===== config.mk =====
export PLATFORM = sky130hd
export DESIGN_NAME = serial_subtractor
export DESIGN_NICKNAME = d
export VERILOG_FILES = /design/src/rtl/serial_subtractor.sv
export SDC_FILE = /design/constraint.sdc
export NUM_CORES = 1
export LEC_CHECK = 0
export BUFFER_PORTS_ARGS = -buffer_cell sky130_fd_sc_hd__buf_4
export CAP_MARGIN = 20
export CORE_ASPECT_RATIO = 0.5
export CORE_UTILIZATION = 30
export CTS_BUF_LIST = sky130_fd_sc_hd__clkbuf_2 sky130_fd_sc_hd__clkbuf_4 sky130_fd_sc_hd__clkbuf_8
export CTS_CLUSTER_SIZE = 12
export DETAILED_ROUTE_END_ITERATION = 8
export PLACE_DENSITY = 0.51
export SETUP_SLACK_MARGIN = 0.1
export SYNTH_ARGS = -nofsm -noshare
export SYNTH_HDL_FRONTEND = slang
export SYNTH_SLANG_ARGS = --single-unit

===== constraint.sdc =====
create_clock -name clk -period 4.2 [get_ports clk]
set_input_delay 0.63 -clock clk [delete_from_list [all_inputs] [get_ports clk]]
set_output_delay 0.63 -clock clk [all_outputs]
set_load 0.005 [all_outputs]

===== src/rtl/serial_subtractor.sv =====
// Digit-serial unsigned subtractor: computes A - B - bin, DIGIT bits per cycle, LSB first.
// Y/borrow are registered and only change when an operation completes.
module serial_subtractor #(
    parameter int WIDTH = 8,
    parameter int DIGIT = 2
) (
    input  logic             clk,
    input  logic             rst_n,
    input  logic             en,
    input  logic             start,
    input  logic [WIDTH-1:0] A,
    input  logic [WIDTH-1:0] B,
    input  logic             bin,
    output logic             busy,
    output logic             done,
    output logic [WIDTH-1:0] Y,
    output logic             borrow
);

    localparam int N  = WIDTH / DIGIT;
    localparam int CW = (N > 1) ? $clog2(N) : 1;
    localparam logic [CW-1:0] LAST = CW'(N - 1);

    typedef enum logic {
        IDLE,
        RUN
    } state_t;

    state_t           state_q, state_d;
    logic [CW-1:0]    cnt_q, cnt_d;
    logic [WIDTH-1:0] a_q, a_d;
    logic [WIDTH-1:0] b_q, b_d;
    logic             br_q, br_d;
    logic [WIDTH-1:0] res_q, res_d;
    logic [WIDTH-1:0] y_q, y_d;
    logic             borrow_q, borrow_d;
    logic             busy_q, busy_d;
    logic             done_q, done_d;

    logic [DIGIT-1:0] a_dig;
    logic [DIGIT-1:0] b_dig;
    logic [DIGIT:0]   dig_full;
    logic [WIDTH-1:0] res_next;

    // The extra top bit of dig_full is the borrow out of the current digit.
    always_comb begin
        a_dig    = a_q[int'(cnt_q) * DIGIT +: DIGIT];
        b_dig    = b_q[int'(cnt_q) * DIGIT +: DIGIT];
        dig_full = {1'b0, a_dig} - {1'b0, b_dig} - {{DIGIT{1'b0}}, br_q};
        res_next = res_q;
        res_next[int'(cnt_q) * DIGIT +: DIGIT] = dig_full[DIGIT-1:0];
    end

    always_comb begin
        state_d  = state_q;
        cnt_d    = cnt_q;
        a_d      = a_q;
        b_d      = b_q;
        br_d     = br_q;
        res_d    = res_q;
        y_d      = y_q;
        borrow_d = borrow_q;
        busy_d   = busy_q;
        done_d   = done_q;
        if (en) begin
            done_d = 1'b0;
            case (state_q)
                IDLE: begin
                    if (start) begin
                        a_d     = A;
                        b_d     = B;
                        br_d    = bin;
                        cnt_d   = '0;
                        res_d   = '0;
                        busy_d  = 1'b1;
                        state_d = RUN;
                    end
                end
                RUN: begin
                    res_d = res_next;
                    br_d  = dig_full[DIGIT];
                    cnt_d = cnt_q + 1'b1;
                    // Last digit: publish the result and free the unit in the same edge.
                    if (cnt_q == LAST) begin
                        y_d      = res_next;
                        borrow_d = dig_full[DIGIT];
                        busy_d   = 1'b0;
                        done_d   = 1'b1;
                        cnt_d    = '0;
                        state_d  = IDLE;
                    end
                end
                default: state_d = IDLE;
            endcase
        end
    end

    always_ff @(posedge clk or negedge rst_n) begin
        if (!rst_n) begin
            state_q  <= IDLE;
            cnt_q    <= '0;
            a_q      <= '0;
            b_q      <= '0;
            br_q     <= 1'b0;
            res_q    <= '0;
            y_q      <= '0;
            borrow_q <= 1'b0;
            busy_q   <= 1'b0;
            done_q   <= 1'b0;
        end else begin
            state_q  <= state_d;
            cnt_q    <= cnt_d;
            a_q      <= a_d;
            b_q      <= b_d;
            br_q     <= br_d;
            res_q    <= res_d;
            y_q      <= y_d;
            borrow_q <= borrow_d;
            busy_q   <= busy_d;
            done_q   <= done_d;
        end
    end

    assign busy   = busy_q;
    assign done   = done_q;
    assign Y      = y_q;
    assign borrow = borrow_q;

endmodule


==> results of run 1 <==
-- per-layer routing --
layer	share of wire	track usage	vias up
li1	-	-	616
met2	0.44	0.204	21
met5	0	0	-
met1	0.52	0.179	644
met4	0.0063	0.0390	0
met3	0.035	0.0350	4
-- logic make-up (layout without fill, tap and decap cells) --
logic type | Yosys count | count (layout)
flip-flops | 39 | 39
AO/OA/AOI/OAI | 37 | 37
AND/OR/NAND/NOR | 35 | 35
multiplexers | 21 | 21
buffers and inverters | 15 | 48
adder cells (fa/ha/maj) | 8 | 8
-- metrics by stage --
stage	worst slack (ns)	utilization	cell area [µm²]	cells
floorplan	1.66	-	1930	155
global placement	1.39	0.363	2230	268
detailed placement	1.36	0.363	2230	268
CTS	1.30	0.383	2350	276
global route	1.11	0.383	2350	276
finish	1.34	0.383	2350	276
-- worst reg2reg max path, cell delays in order, from the launching register on --
cell and delay [ns]:
sky130_fd_sc_hd__dfrtp_1 0.67, sky130_fd_sc_hd__mux4_2 0.59, sky130_fd_sc_hd__fa_1 0.42, sky130_fd_sc_hd__fa_1 0.50, sky130_fd_sc_hd__nor3b_2 0.30, sky130_fd_sc_hd__a31oi_1 0.14, sky130_fd_sc_hd__a21oi_1 0.16
-- where the power goes --
group | switching, µW | leakage [µW] | internal, µW
Clock | 133 | 0.0000612 | 192
Sequential | 138 | 0.000481 | 552
Combinational | 382 | 0.000547 | 430
-- synth_stat cells, types with 3 or more instances --
library cell | count | area [µm²]
sky130_fd_sc_hd__dfrtp_1 | 39 | 976
sky130_fd_sc_hd__a21oi_1 | 16 | 80.1
sky130_fd_sc_hd__nor2_1 | 10 | 37.5
sky130_fd_sc_hd__nor2b_1 | 10 | 62.6
sky130_fd_sc_hd__mux2_4 | 9 | 135
sky130_fd_sc_hd__inv_1 | 8 | 30.0
sky130_fd_sc_hd__mux2_2 | 7 | 78.8
sky130_fd_sc_hd__a32o_1 | 6 | 60.1
sky130_fd_sc_hd__ha_1 | 6 | 75.1
sky130_fd_sc_hd__o21ai_0 | 6 | 30.0
sky130_fd_sc_hd__and2_1 | 5 | 31.3
sky130_fd_sc_hd__mux4_2 | 4 | 90.1
sky130_fd_sc_hd__nand2_1 | 3 | 11.3
-- final cells by class --
type,instances,area share
timing repair buffer,31,0.0992
clock buffer,6,0.0352
tap,88,0.0469
inverter,9,0.0144
multi-input combinational,101,0.373
sequential,39,0.416
clock inverter,2,0.0149
-- worst max-delay path by stage --
stage                             endpoint  depth (start not counted)                  from
final                     Y[3]$_DFFE_PN0P_                          6  cnt_q[0]$_DFFE_PN0P_
after global placement    Y[3]$_DFFE_PN0P_                          6  cnt_q[0]$_DFFE_PN0P_
after CTS                 Y[3]$_DFFE_PN0P_                          6  cnt_q[0]$_DFFE_PN0P_
after detailed placement  Y[3]$_DFFE_PN0P_                          6  cnt_q[0]$_DFFE_PN0P_
after floorplan           Y[3]$_DFFE_PN0P_                          7  cnt_q[0]$_DFFE_PN0P_
after global routing      Y[3]$_DFFE_PN0P_                          6  cnt_q[0]$_DFFE_PN0P_
-- flip-flops by register name, summed over array words and instances (netlist names) --
signal,cells
Y,8
a_q,8
b_q,8
res_q,8
cnt_q,2
borrow,1
br_q,1
busy,1
done,1
state_q,1
-- layout by cell type, fill, tap and decap left out, drive strengths merged --
cell / netlist / layout
mux2: 17 / 17
clkbuf: 0 / 6
nor2: 10 / 10
a32o: 6 / 6
mux4: 4 / 4
clkinv: 0 / 1
ha: 6 / 6
a21oi: 16 / 16
nor2b: 10 / 10
o22ai: 2 / 2
bufinv: 0 / 1
and3b: 2 / 2
o21ai: 6 / 6
o2bb2ai: 2 / 2
a31oi: 2 / 2
a21o: 1 / 1
inv: 9 / 9
dfrtp: 39 / 39
and3: 1 / 1
and2: 5 / 5
buf: 6 / 31
nor3b: 2 / 2
nand3: 2 / 2
a22o: 1 / 1
nand2: 3 / 3
o31ai: 1 / 1
fa: 2 / 2
==> metrics list, run 1 <==
* Number of standard-cell rows in the floorplan: 20
* Overall Power: 1830 µW
* RSZ-0062 raised after global routing: false
- Clock edge transition at the registers on the reported setup and hold paths: 0.08 ns
- CTS saw 39 sinks.
* Std-Cell Core Area: 0.00613 mm²
- Share of flip-flops with an asynchronous set or reset after synthesis: 1.00
- Via density: 4.66
* Parity-gate share of the synthesized area counting xor and xnor cells: 0
* Number of clock buffers inserted by TritonCTS: 5
- Width of the die: 116 µm
- Number of optimization iterations in the first detailed-route pass: 4
- Data arrives at the worst endpoint at 3.07 ns.
* Initial Util: 0.315
* Global-route wire length before repair: 6730 µm
* Cell with the most instances on the worst path: sky130_fd_sc_hd__fa_1
- At the pin with the least slew margin, the transition time is 0.687 ns.
- Capture point of the worst reg-to-reg path: Y[3]$_DFFE_PN0P_
- The largest single stage delay on the critical path is 0.67 ns.
* Shortest clock period the worst path allows after layout: 2.86 ns
- The synthesized netlist contains 31 unique library cells.
- The root buffer cell chosen for the clock tree is sky130_fd_sc_hd__clkbuf_8.
- At the later pin of the worst-skew pair, clock insertion delay measures 0.29 ns.
- Layout cells sized above 1: 0.330
- Buffers inserted to repair hold after CTS numbered 0.
* Post-DP HPWL: 2670 µm
- Final-layout setup total negative slack: 0 ns
* Crit path max fanout: 14
- Number of nets still failing antenna checks after routing: 0
* Complex-gate fraction of the synthesized area: 0.122
* Number of filler cells placed in the layout: 608
- The H-tree was split into 2 levels.
* Multiplexer area fraction after synthesis: 0.163
* Syn Area/Cell: 12.5 µm²
* Post-CTS setup repair buffer count: 0
- STA puts the critical path data required time at 4.41 ns.
- Worst R2R Setup Slack: 1.34 ns
* Flip-flop and latch area: 976 µm²
- The final hold violation count was 0.
- Area of the multi-input gates: 876 µm²
- Setup violations remaining at the end of the flow were counted as 0.
- Min-delay worst type: in2async
* Yosys reg bits: 39
- Pleak: 0.00109 µW
- During placement, the flow inserted port buffers numbering 31.
* Top cell family by delay on the critical path: adder cells
* Wire length per cell after detailed routing: 13.7 µm
- Tot GR Track Use: 0.131
- Timing would allow up to 349 MHz.
- The flow ran to the end, and the final reports show no timing, DRC or antenna violations.
* Commonest register cell after synthesis: sky130_fd_sc_hd__dfrtp_1
* Simple-gate portion of the synthesized area: 0.108
- STA classifies the critical path startpoint as a flop.
* Maximum vdd ir drop: 0.228 mV
- Net count of the finished layout: 216
- In this run, the number of DRC markers left after iteration 0 of detailed routing was 52.
- Number of global-route vias before repair: 1333
- Of the total synthesized cell area, the portion taken by full adders, half adders and majority gates is 0.0595.
- The die is 58.8 µm tall.
- Dividing total power by cell area gives a power density of 779 mW/mm².
* Synthesis Warnings: 0
* Antenna violations before repair: 0
- The setup path with the least slack is of type reg2reg.
* EDFF count, synth: 0
- Worst slack on hold paths: 0.297 ns
- Gates resized during post-CTS repair numbered 0.
- For this run, the register share of the synthesized area comes to 0.505.
- Largest net degree at the start of global routing: 40
- In the finished design, the share of the clock period the worst path needs comes to 0.682.
- Residual overflow from global routing: 0
- Walking the worst path, the cells encountered are mux4_2 -> fa_1 -> fa_1 -> nor3b_2 -> a31oi_1 -> a21oi_1.
- In this run the deepest clock path goes through 2 buffers.
* Antenna fix cells: 0
- In this run the tightest slew margin relative to its limit is 0.542.
- By area, the combinational part of the netlist is dominated by multiplexers.
* Final wirelength: 3790 µm
- CTS tree: done
- Final-report max-slew violation count: 0
- Routability-driven placement finished with a final weighted congestion of 0.758.
* Number of maximum-capacitance constraint violations: 0
- Total DRC errors in the routed layout: 0
* Crit path capture type: flop
- Instance count of the mapped netlist: 155
* Die footprint: 0.00679 mm²
* Count of cells along the worst register-to-register path: 6
- From synthesis to final layout, the design area changed by 21.4%.
* WP buf/inv: 0
- Nets in the synthesized netlist: 184
* Worst r2r src: cnt_q[0]$_DFFE_PN0P_
* Cell type of the slowest stage on the worst timing path: sky130_fd_sc_hd__dfrtp_1
- Via total after detailed routing: 1285
* Io pins: 32
* Post-synthesis instance area: 0.00193 mm²
* Final clock skew: 0.00839 ns
Power figures use the tool's default switching activity.
==> run 2: changes to the inputs <==
--- a/config.mk
+++ b/config.mk
@@ -12,7 +12,7 @@
 export CTS_BUF_LIST = sky130_fd_sc_hd__clkbuf_2 sky130_fd_sc_hd__clkbuf_4 sky130_fd_sc_hd__clkbuf_8
 export CTS_CLUSTER_SIZE = 12
 export DETAILED_ROUTE_END_ITERATION = 8
-export PLACE_DENSITY = 0.51
+export PLACE_DENSITY = 0.53
 export SETUP_SLACK_MARGIN = 0.1
 export SYNTH_ARGS = -nofsm -noshare
 export SYNTH_HDL_FRONTEND = slang
==> constraint.sdc (replaced) <==
create_clock -name clk -period 2.6 [get_ports clk]
set_input_delay 0.39 -clock clk [delete_from_list [all_inputs] [get_ports clk]]
set_output_delay 0.39 -clock clk [all_outputs]
set_load 0.005 [all_outputs]
==> metrics list, run 2 (same netlist as run 1, synthesis figures left out) <==
- Total DRC errors in the routed layout: 0 (unchanged)
- The data arrival time of the worst path was 2.58 ns (was 3.07 ns).
- The total power after layout is 3090 µW (was 1830 µW).
- Crit path cell chain: mux4_2 -> fa_2 -> fa_2 -> nor3b_4 -> a31oi_1 -> a21oi_1 (was mux4_2 -> fa_1 -> fa_1 -> nor3b_2 -> a31oi_1 -> a21oi_1)
- Std-Cell Core Area: 0.00613 mm² (unchanged)
- The power per cell area is 1280 mW/mm² (was 779 mW/mm²).
- Net count of the finished layout: 223 (was 216)
- The final sum of negative setup slack was 0 ns (unchanged).
- The die area is 0.00679 mm² (unchanged).
- The final clock skew came to 0.00455 ns (was 0.00839 ns).
- Pleak: 0.00113 µW (was 0.00109 µW)
- Crit path max fanout: 4 (was 14)
* Tot GR Track Use: 0.124 (was 0.131)
- The initial antenna violation count was 0 (unchanged).
- The minimum clock period was 2.36 ns (was 2.86 ns).
- The critical path capture point type is a flop (unchanged).
* Layout cells sized above 1: 0.364 (was 0.330)
* Initial Util: 0.315 (unchanged)
- H-tree depth reported by CTS: 2 (unchanged)
- The die boundary width was 116 µm (unchanged).
* Slew of the pin with the lowest slew margin: 0.489 ns (was 0.687 ns)
- Die height: 58.8 µm (unchanged)
- Via total after detailed routing: 1272 (was 1285)
- The normalized max-slew margin was 0.674 (was 0.542).
- Count of cells along the worst register-to-register path: 6 (unchanged)
- The final-report max-slew violation count was 0 (unchanged).
- The fmax is 423 MHz (was 349 MHz).
- The pin count of the biggest net entering global routing came to 40 (unchanged).
* Iteration-0 DRC Markers: 37 (was 52)
* CTS Buffer Depth: 2 (unchanged)
- The total I/O pin count came to 32 (unchanged).
- The part of the cycle the worst path needs came to 0.909 (was 0.682).
* Number of optimization iterations in the first detailed-route pass: 4 (unchanged)
* Number of clock buffers inserted by TritonCTS: 5 (unchanged)
- Number of maximum-capacitance constraint violations: 0 (unchanged)
- The residual overflow from global routing is 0 (unchanged).
* Via density: 4.49 (was 4.66)
- Run status: complete, no violations (unchanged)
- The number of I/O port buffers came to 31 (unchanged).
- The start point of the critical path was cnt_q[0]$_DFFE_PN0P_ (unchanged).
- Maximum vdd ir drop: 0.364 mV (was 0.228 mV)
- Wire length per cell after detailed routing: 13.2 µm (was 13.7 µm)
- The number of nets still failing antenna checks after routing came to 0 (unchanged).
- The antenna cell count came to 0 (unchanged).
* Total count of hold-check failures in the final report: 0 (unchanged)
- RSZ-0062 raised after global routing: true (was false).
* CTS sink count: 39 (unchanged)
- The post-DP HPWL was 2740 µm (was 2670 µm).
- The library cell used as clock root buffer is sky130_fd_sc_hd__clkbuf_8 (unchanged).
- The class of the worst hold path was in2async (unchanged).
* Setup violations, final: 0 (unchanged)
- Number of global-route vias before repair: 1311 (was 1333)
- Final wirelength: 3740 µm (was 3790 µm)
- The synthesis-to-finish area growth is 24.9% (was 21.4%).
- The first-pass GRT wire length was 6400 µm (was 6730 µm).
- The clock latency on the worst-skew pair is 0.28 ns (was 0.29 ns).
* Delay of the slowest critical-path stage: 0.55 ns (was 0.67 ns)
- The startpoint type of the worst setup path is a flop (unchanged).
* Non-filler instance count after layout: 283 (was 276)
- Cell type of the slowest stage on the worst timing path: sky130_fd_sc_hd__mux4_2 (was sky130_fd_sc_hd__dfrtp_1)
- Most common cell after layout, fill and taps aside: sky130_fd_sc_hd__dfrtp_1 (unchanged)
* Worst r2r src: cnt_q[0]$_DFFE_PN0P_ (unchanged)
* Number of placed instances with taps included: 272 (was 268)
- CTS tree: done (unchanged)
- CP Data Required Time: 2.81 ns (was 4.41 ns)
- Cell with the most instances on the worst path: sky130_fd_sc_hd__fa_2 (was sky130_fd_sc_hd__fa_1)
- The type of the setup path with the least slack is reg2reg (unchanged).
- Number of standard-cell rows in the floorplan: 20 (unchanged)
- Commonest cells after routing, fill and taps aside: sky130_fd_sc_hd__dfrtp_1, sky130_fd_sc_hd__buf_4, sky130_fd_sc_hd__a21oi_1 (unchanged).
* Clock edge transition at the registers on the reported setup and hold paths: 0.08 ns (about the same)
- The weighted congestion reported at the end of routability-driven placement came to 0.761 (was 0.758).
- The cts-stage hold buffer count was 0 (unchanged).
## run 2: worst paths after layout
path	end	slack (ns)
min in group clk	b_q[2]$_DFFE_PN0P_	0.33
max in group asynchronous	cnt_q[0]$_DFFE_PN0P_	2.19
min	Y[4]$_DFFE_PN0P_	0.07
max reg2reg	Y[3]$_DFFE_PN0P_	0.24
max	Y[3]$_DFFE_PN0P_	0.24
min reg2reg	res_q[2]$_DFFE_PN0P_	0.49
## run 2: area by class of cell
class | instances | area, µm²
repair buffers | 38 | 289
fillers | 614 | 3720
flip-flops and latches | 39 | 976
well taps | 88 | 110
multi-input cells | 101 | 887
clock inverters | 2 | 35.0
clock buffers | 6 | 82.6
inverters | 9 | 33.8
## run 2: timing repair
item | CTS | global route
pin swaps | 1 | 1
endpoints found under the setup margin | 1 | 6
buffers inserted | 0 | 3
gates resized for setup | 0 | 3
## run 2: per-layer routing
metal  wire length [µm]  track usage  vias to the layer above
met5                  0            0                        -
met1               1940        0.176                      619
met2               1650        0.188                       24
li1                   -            -                      627
met3                141       0.0412                        2
met4                 12       0.0223                        0
## run 2: metrics by stage
stage | setup WS [ns] | util | instance area (µm²) | hold WS, ns
floorplan | 0.140 | - | 1940 | 0.0944
global placement | 0.181 | 0.369 | 2260 | 0.398
detailed placement | 0.110 | 0.369 | 2260 | 0.394
CTS | 0.111 | 0.388 | 2380 | 0.0839
global route | 0.0953 | 0.394 | 2410 | 0.101
finish | 0.236 | 0.394 | 2410 | 0.0707
## run 2: worst max-delay path, delay by kind of cell, from the launching register on
kind / cells / cell delay, ns
adders and majority gates: 2 / 0.84
muxes: 1 / 0.55
DFF: 1 / 0.39
AOI/OAI and AO/OA: 2 / 0.27
and+or+nand+nor: 1 / 0.26
## run 2: where the power goes
| group | switching (µW) | internal [µW] |
|---|---|---|
| combinational | 691 | 802 |
| sequential | 182 | 893 |
| clock | 208 | 311 |
| total | 1080 | 2010 |
